File: src/rtl/nms_pkg.sv
`default_nettype none
// ============================================================================
//  Module      : nms_pkg
//  Description : Shared encodings for the non-maximal suppression / double
//                threshold stage: class codes, gradient direction codes and
//                the row sequencing state type.
//  Revision    : 1.0 - initial release
// ============================================================================
package nms_pkg;

    // Output classification
    localparam logic [1:0] CLS_NONE   = 2'b00;
    localparam logic [1:0] CLS_WEAK   = 2'b01;
    localparam logic [1:0] CLS_STRONG = 2'b10;

    // Quantised gradient direction carried in pixel bits [1:0]
    localparam logic [1:0] DIR_V    = 2'd0;  // compare top / bottom
    localparam logic [1:0] DIR_D45  = 2'd1;  // compare top-right / bottom-left
    localparam logic [1:0] DIR_H    = 2'd2;  // compare left / right
    localparam logic [1:0] DIR_D135 = 2'd3;  // compare top-left / bottom-right

    // Row sequencing
    typedef enum logic [1:0] {
        ST_FILL  = 2'd0,
        ST_RUN   = 2'd1,
        ST_FLUSH = 2'd2
    } nms_state_t;

endpackage
`default_nettype wire

File: src/rtl/nms_window.sv
`default_nettype none
// ============================================================================
//  Module      : nms_window
//  Description : 3x3 pixel window built from three column registers. A new
//                column enters on the right and the oldest drops off the left.
//  Ports       : clk, rst        - clock, synchronous active-high reset
//                shift           - advance the window by one column
//                clear           - with shift: zero the two older columns and
//                                  load the incoming column (start of frame)
//                zero_fill       - with shift: shift in an all-zero column
//                din1/din2/din3  - top / middle / bottom pixel of new column
//                win[row][col]   - window, row 0 = top, col 0 = oldest (left)
//  Revision    : 1.0 - initial release
// ============================================================================
module nms_window
    import nms_pkg::*;
#(
    parameter int PIX_W = 10
) (
    input  logic                         clk,
    input  logic                         rst,
    input  logic                         shift,
    input  logic                         clear,
    input  logic                         zero_fill,
    input  logic [PIX_W-1:0]             din1,
    input  logic [PIX_W-1:0]             din2,
    input  logic [PIX_W-1:0]             din3,
    output logic [2:0][2:0][PIX_W-1:0]   win
);

    logic [2:0][PIX_W-1:0] w_din;

    assign w_din = {din3, din2, din1};

    generate
        for (genvar r = 0; r < 3; r++) begin : g_row
            logic [2:0][PIX_W-1:0] r_row;
            logic [PIX_W-1:0]      w_new;

            assign w_new = zero_fill ? '0 : w_din[r];

            always_ff @(posedge clk) begin
                if (rst) begin
                    r_row <= '0;
                end else if (shift) begin
                    r_row[0] <= clear ? '0 : r_row[1];
                    r_row[1] <= clear ? '0 : r_row[2];
                    r_row[2] <= w_new;
                end
            end

            assign win[r] = r_row;
        end
    endgenerate

endmodule
`default_nettype wire

File: src/rtl/nms_hysteresis.sv
`default_nettype none
// ============================================================================
//  Module      : nms_hysteresis
//  Description : Non-maximal suppression and double-threshold classification
//                of Sobel magnitude/direction pixels, one column of three rows
//                per accepted beat, with an end-of-row flush step.
//  Ports       : clk, rst              - clock, synchronous active-high reset
//                valid_in / ready_out  - column beat handshake
//                sof                   - first beat of frame (latches thresholds)
//                din1/din2/din3        - top / middle / bottom {mag, dir}
//                th_high, th_low       - strong / weak thresholds
//                valid_out, dout, cls  - result for one centre pixel
//                eol_out               - result belongs to the last column
//  Revision    : 1.0 - initial release
// ============================================================================
module nms_hysteresis
    import nms_pkg::*;
#(
    parameter int IMG_W    = 250,
    parameter int MAG_W    = 8,
    parameter int CNT_W    = 11,
    parameter int OUT_MODE = 0
) (
    input  logic               clk,
    input  logic               rst,
    input  logic               valid_in,
    output logic               ready_out,
    input  logic               sof,
    input  logic [MAG_W+1:0]   din1,
    input  logic [MAG_W+1:0]   din2,
    input  logic [MAG_W+1:0]   din3,
    input  logic [MAG_W-1:0]   th_high,
    input  logic [MAG_W-1:0]   th_low,
    output logic               valid_out,
    output logic [MAG_W-1:0]   dout,
    output logic [1:0]         cls,
    output logic               eol_out
);

    localparam int               c_pix_w    = MAG_W + 2;
    localparam logic [CNT_W-1:0] c_last_col = CNT_W'(IMG_W - 1);

    nms_state_t                       r_state, w_state_nx;
    logic [CNT_W-1:0]                 r_cnt, w_cnt_nx, w_cnt_inc;
    logic                             r_issue, w_issue_nx;
    logic [CNT_W-1:0]                 r_issue_col, w_issue_col_nx;
    logic [MAG_W-1:0]                 r_th_high, r_th_low;
    logic                             w_accept, w_sof_acc, w_kill;
    logic                             w_shift, w_clear, w_zero_fill;
    logic [2:0][2:0][c_pix_w-1:0]     w_win;
    logic [2:0][2:0][MAG_W-1:0]       w_mag;
    logic [MAG_W-1:0]                 w_mag_c, w_nb_a, w_nb_b, w_dout;
    logic [1:0]                       w_dir_c, w_cls;
    logic                             w_border, w_survivor;
    logic                             w_unused_dir;

    // ------------------------------------------------------------------
    // Window
    // ------------------------------------------------------------------
    nms_window #(.PIX_W(c_pix_w)) u_window (
        .clk       (clk),
        .rst       (rst),
        .shift     (w_shift),
        .clear     (w_clear),
        .zero_fill (w_zero_fill),
        .din1      (din1),
        .din2      (din2),
        .din3      (din3),
        .win       (w_win)
    );

    generate
        for (genvar r = 0; r < 3; r++) begin : g_mag_row
            for (genvar c = 0; c < 3; c++) begin : g_mag_col
                assign w_mag[r][c] = w_win[r][c][c_pix_w-1:2];
            end
        end
    endgenerate

    assign w_mag_c = w_mag[1][1];
    assign w_dir_c = w_win[1][1][1:0];

    // Only the centre pixel's direction steers the comparison.
    assign w_unused_dir = ^{w_win[0][0][1:0], w_win[0][1][1:0], w_win[0][2][1:0],
                            w_win[1][0][1:0], w_win[1][2][1:0],
                            w_win[2][0][1:0], w_win[2][1][1:0], w_win[2][2][1:0]};

    // ------------------------------------------------------------------
    // Row sequencing
    // ------------------------------------------------------------------
    assign ready_out = (r_state != ST_FLUSH);
    assign w_accept  = valid_in && ready_out;
    assign w_sof_acc = w_accept && sof;
    // A restart mid-row discards the centre issued by the previous beat.
    assign w_kill    = w_sof_acc && (r_state == ST_RUN);
    assign w_cnt_inc = r_cnt + 1'b1;

    always_comb begin
        w_state_nx     = r_state;
        w_cnt_nx       = r_cnt;
        w_issue_nx     = 1'b0;
        w_issue_col_nx = r_cnt;
        w_shift        = 1'b0;
        w_clear        = 1'b0;
        w_zero_fill    = 1'b0;
        if (w_sof_acc) begin
            w_state_nx = ST_RUN;
            w_cnt_nx   = '0;
            w_shift    = 1'b1;
            w_clear    = 1'b1;
        end else begin
            case (r_state)
                ST_FILL: begin
                    if (w_accept) begin
                        w_shift    = 1'b1;
                        w_cnt_nx   = '0;
                        w_state_nx = ST_RUN;
                    end
                end
                ST_RUN: begin
                    if (w_accept) begin
                        w_shift    = 1'b1;
                        w_issue_nx = 1'b1;
                        w_cnt_nx   = w_cnt_inc;
                        if (w_cnt_inc == c_last_col) begin
                            w_state_nx = ST_FLUSH;
                        end
                    end
                end
                ST_FLUSH: begin
                    w_shift        = 1'b1;
                    w_zero_fill    = 1'b1;
                    w_issue_nx     = 1'b1;
                    w_issue_col_nx = c_last_col;
                    w_cnt_nx       = '0;
                    w_state_nx     = ST_FILL;
                end
                default: w_state_nx = ST_FILL;
            endcase
        end
    end

    // ------------------------------------------------------------------
    // Suppression and classification of the issued centre
    // ------------------------------------------------------------------
    always_comb begin
        case (w_dir_c)
            DIR_V:   begin w_nb_a = w_mag[0][1]; w_nb_b = w_mag[2][1]; end
            DIR_D45: begin w_nb_a = w_mag[0][2]; w_nb_b = w_mag[2][0]; end
            DIR_H:   begin w_nb_a = w_mag[1][0]; w_nb_b = w_mag[1][2]; end
            default: begin w_nb_a = w_mag[0][0]; w_nb_b = w_mag[2][2]; end
        endcase
    end

    assign w_border   = (r_issue_col == '0) || (r_issue_col == c_last_col);
    assign w_survivor = !w_border && (w_mag_c >= w_nb_a) && (w_mag_c >= w_nb_b);

    always_comb begin
        w_cls = CLS_NONE;
        if (w_survivor) begin
            if (w_mag_c >= r_th_high) begin
                w_cls = CLS_STRONG;
            end else if (w_mag_c > r_th_low) begin
                w_cls = CLS_WEAK;
            end
        end
    end

    generate
        if (OUT_MODE == 1) begin : g_raw
            assign w_dout = w_survivor ? w_mag_c : '0;
        end else begin : g_bin
            always_comb begin
                case (w_cls)
                    CLS_STRONG: w_dout = '1;
                    CLS_WEAK:   w_dout = w_mag_c;
                    default:    w_dout = '0;
                endcase
            end
        end
    endgenerate

    // ------------------------------------------------------------------
    // State and output registers
    // ------------------------------------------------------------------
    always_ff @(posedge clk) begin
        if (rst) begin
            r_state     <= ST_FILL;
            r_cnt       <= '0;
            r_issue     <= 1'b0;
            r_issue_col <= '0;
            r_th_high   <= '0;
            r_th_low    <= '0;
            valid_out   <= 1'b0;
            dout        <= '0;
            cls         <= CLS_NONE;
            eol_out     <= 1'b0;
        end else begin
            r_state     <= w_state_nx;
            r_cnt       <= w_cnt_nx;
            r_issue     <= w_issue_nx;
            r_issue_col <= w_issue_col_nx;
            if (w_sof_acc) begin
                r_th_high <= th_high;
                r_th_low  <= th_low;
            end
            if (r_issue && !w_kill) begin
                valid_out <= 1'b1;
                dout      <= w_dout;
                cls       <= w_cls;
                eol_out   <= (r_issue_col == c_last_col);
            end else begin
                valid_out <= 1'b0;
                dout      <= '0;
                cls       <= CLS_NONE;
                eol_out   <= 1'b0;
            end
        end
    end

endmodule
`default_nettype wire

File: config.mk
export PLATFORM = sky130hd
export DESIGN_NAME = nms_hysteresis
export DESIGN_NICKNAME = d
export VERILOG_FILES = /design/src/rtl/nms_pkg.sv /design/src/rtl/nms_window.sv /design/src/rtl/nms_hysteresis.sv
export SDC_FILE = /design/constraint.sdc
export NUM_CORES = 1
export LEC_CHECK = 0
export CORE_MARGIN = 2
export CORE_UTILIZATION = 25
export CTS_CLUSTER_DIAMETER = 60
export DETAILED_ROUTE_END_ITERATION = 7
export GPL_ROUTABILITY_DRIVEN = 0
export PLACE_DENSITY_LB_ADDON = 0.1
export SYNTH_ARGS = -nofsm -noshare
export SYNTH_HDL_FRONTEND = slang
export SYNTH_HIERARCHICAL = 1
export SYNTH_SLANG_ARGS = --single-unit
File: constraint.sdc
create_clock -name clk -period 4.2 [get_ports clk]
set_input_delay 0.42 -clock clk [delete_from_list [all_inputs] [get_ports clk]]
set_output_delay 0.42 -clock clk [all_outputs]
set_load 0.02 [all_outputs]
Yosys cells after proc, flatten, opt, wreduce, memory -nomap -nowiden
Cells that the tools add are included.

word-level totals
  memory bits (writable) = 0
  register bits after elaboration = 143
  bits in latches = 0
  ROM bits = 0
  memories = 0
  input bits = 50
  word-level logic and storage cells = 93

cells by class
  eq/ne operators = 15
  shift operators = 0
  bitwise operators = 1
  $mul = 0
  divide/modulo/power cells = 0
  order comparisons = 4
  multiplexer cells = 33
  add/sub/neg operators = 1
  reductions and logical operators = 19

operators by type and width
  operator                 count
  $mux W10                 9
  $pmux W8 S3              2
  $mux W11                 4
  $pmux W11 S3             1
  $ge A8 B8 Y1             3
  $eq A11 B8 Y1 const B    2
  $pmux W8 S2              1
  $add A11 B1 Y11 const B  1
  $logic_not A11 Y1        1
  $mux W2                  5
  $reduce_and A3 Y1        3
  $gt A8 B8 Y1             1
  $mux W1                  8
  $eq A2 B1 Y1 const B     3
  $eq A2 B2 Y1 const B     3
  $logic_and A1 B1 Y1      6
  $ne A2 B2 Y1 const B     3
  $ne A3 B3 Y1 const B     2
  $reduce_or A2 Y1         3
  $logic_not A2 Y1         2
  $pmux W1 S2              2
  $pmux W2 S2              1
  $ne A3 B2 Y1 const B     1
  $reduce_bool A3 Y1       1
  other kinds (4)          5

Longest topological paths before layout
  word-level depth = 8
  mapped depth = 14

Hierarchy
The synthesis kept the hierarchy.

modules (own cells, without submodules)
  module          cells an instance  times used  area an instance (um^2)  seq. area each (um^2)
  nms_window      401                1           4038.9                   1801.7
  nms_hysteresis  404                1           3514.6                   1061.0

Least setup slack after synthesis
OpenSTA, ideal clock, no wires.

  kind = register to register
  from = register u_window.g_row[1].r_row, in the netlist u_window/win[40]
  to = register dout[0]
  path buffers = 3
  cell stages (with the launch flop) = 14
  library setup time = 64 ps
  arrival = 3218 ps
  slack = 918 ps
  clock period less this slack = 3282 ps
  cell sequence = dfxtp_1 buf_2 buf_2 mux4_2 ha_1 nand2b_1 a211oi_1 o21ai_0 o2111ai_2 or2_2 ha_1 or2_1 buf_2 nor2_1

on the way
  longest elaborated chain between the ends = 8

RTL lines
  what                                          RTL line               RTL
  start: declaration                            nms_window.sv:37       logic [2:0][PIX_W-1:0] r_row;
  $eq A2 B2 Y1 (tied with other cells)          nms_hysteresis.sv:147  case (w_dir_c)
  $pmux W8 S3                                   nms_hysteresis.sv:147
  $ge A8 B8 Y1                                  nms_hysteresis.sv:156  assign w_survivor = !w_border && (w_mag_c >= w_nb_a) && (w_mag_c >= w_nb_b);
  $logic_and A1 B1 Y1                           nms_hysteresis.sv:156
  $logic_and A1 B1 Y1 (*)                       nms_hysteresis.sv:156
  $mux W2 (*)                                   nms_hysteresis.sv:160  if (w_survivor) begin
  $eq A2 B1 Y1 or $eq A2 B2 Y1 (tied branches)  nms_hysteresis.sv:174  case (w_cls)
  $pmux W8 S2 (*)                               nms_hysteresis.sv:174
  end signal: assignment                        nms_hysteresis.sv:209  dout <= w_dout;
  end: declaration                              nms_hysteresis.sv:35   output logic [MAG_W-1:0] dout,

Mark *: on every way between the ends. The rest lies on a longest branch, timed or not.
A chain may end at the register's enable or synchronous reset.

Final worst setup path
  from = register u_window.g_row[1].r_row, in the netlist u_window/win[40]
  to = register dout[2]

Same word-level chain as after synthesis.

==> metrics.cfg <==
[outcome]
status = completed

[floorplan]
initial_core_util_pct = 25.2
num_rows = 61
pin_count = 63
die_h_um = 171
die-area_sq_mm = 0.0292
die_w_um = 171
coreArea_sq_mm = 0.0276

[layout]
fill_cells = 2930
final_core_util_pct = 30.3
fin_area_sq_mm = 0.00837
syn_to_final_growth_pct = 20.3
final_common_cell = dfxtp_1
n_antenna_cell = 0
fin_nets = 867
multi_input_area_sq_mm = 0.00370
mostFrequentLayoutCells = 129 x dfxtp_1, 96 x nand2_1, 87 x inv_1
layout-drive-gt1-share_pct = 16.3
seqCellArea_sq_mm = 0.00258

[pwr]
leakage_nw = 2.78
ir_drop_mv = 0.211
power_density_mw_per_mm2 = 372
power_mw = 3.11

[global_routing]
grt_usage_pct = 12.9
grt_pass1_wl_um = 28900
grt_max_degree = 74
grt-ovfl-total = 0
grt_pass1_vias = 5406
antenna_found_initial = 0

[sta]
max_slew_margin_pct = 48.3
fin_skew_ns = 0.00867
tns_ns = 0
period_needed_ns = 3.38
drv_slew = 0
fin_crit_sh_pct = 80.4
hold_viol_final = 0
final-setup-viol-count = 0
max_freq_ghz = 0.296
tightest_slew_ns = 0.776
rsz0062_at_grt = no

[clock_network]
cts-root-buf = clkbuf_16
htreeDepth = 4
cts_resized = 0
path_clk_slew_ns = 0.06
post_cts_buffers = 0
cts_hold_buf = 0
cts_sinks = 129
cts_buffers = 17
clockBufferDepth = 2
tritoncts = built
clk_latency_ns = 0.42

[routing]
drc = 0
dr.first_iter.drc_count = 346
dr_total_vias = 5312
wl_per_cell_um = 15.1
viasPerCell = 4.54
first_pass_iters = 5
final_antenna_net_count = 0
totalWireLength_um = 17700

[logic_synthesis]
syn_avg_cell_area_sq_um = 9.29
synth_area_sq_mm = 0.00696
netlist_instances = 749
synth_warnings = 6
synth_nets = 838

[critical_path]
crit_slowest_cell = mux4_2
cp_top_family = simple AND/OR/NAND/NOR gates
cp.arrival_ns = 3.73
critical_path_class = reg2reg
setup.worst_path.start_class = register
cp.buffers_inverters = 2
cp_common_cell = ha_1
cp_max_fo = 16
max_stage_delay_ns = 0.55
worstPathRequired_ns = 4.55
cp_cell_sequence = buf_4 -> mux4_2 -> inv_1 -> ha_1 -> and2_1 -> o2111ai_1 -> o21ai_1 -> o2111ai_2 -> or2_2 -> ha_1 -> or2_1 -> nor2_1
critPathCaptureType = register

[placed_design]
io_buffers = 58
hpwl_um = 11900
place_area_sq_mm = 0.00779

[worst_hold_path]
hp-class = in2reg

[flow_run]
drv_cap = 0

-- per-layer routing --
layer	wire (um)	global-route usage [%]	vias to the layer above
met5	0	0	-
met1	8690	16.8	2585
met3	455	3.17	11
met2	8340	20.8	72
li1	-	-	2644
met4	174	4.24	0
-- worst register-to-register path, cell delays in order, from the launching register on --
cell and delay (ns):
dfxtp_1 0.32, buf_4 0.34, mux4_2 0.55, inv_1 0.08, ha_1 0.14, and2_1 0.14
o2111ai_1 0.11, o21ai_1 0.25, o2111ai_2 0.27, or2_2 0.37, ha_1 0.28, or2_1 0.33
nor2_1 0.15
-- report_power, final --
part	switching, mW	internal (mW)	leakage, nW
combinational	0.181	0.153	1.45
sequential	0.0358	1.26	1.05
clock	0.553	0.928	0.281
total	0.770	2.34	2.78
-- path summary, 6_finish.rpt --
path	from	endpoint	slack [ns]	cells after the start
worst max-delay path	u_window/win[40]	dout[2]	0.82	12
worst min-delay path	rst	r_issue_col[7]	0.39	2
worst max register to register	u_window/win[40]	dout[2]	0.82	12
worst min register to register	r_th_low[2]	r_th_low[2]	0.46	2
-- final cells by class --
cell class / count / area share, %
clock buffer: 21 / 5.26
clock inverter: 11 / 1.66
inverter: 89 / 3.99
multi-input combinational: 472 / 44.2
sequential: 129 / 30.9
tap: 378 / 5.65
timing repair buffer: 69 / 8.34
-- per-stage QoR --
stage | instances | hold slack (ns) | setup slack [ns]
floorplan | 749 | 0.434 | 0.942
global placement | 1137 | 0.454 | 0.821
detailed placement | 1137 | 0.451 | 0.779
CTS | 1169 | 0.375 | 0.761
global route | 1169 | 0.394 | 0.527
finish | 1169 | 0.387 | 0.823
-- state kept, by name (all words and copies together) (netlist names), 2 cells and up --
name and count:
cls 2, dout 8, r_cnt 11, r_issue_col 11, r_state 2, r_th_high 8, r_th_low 8, u_window/win 76
Note: power is estimated with default switching activity, not from simulation.
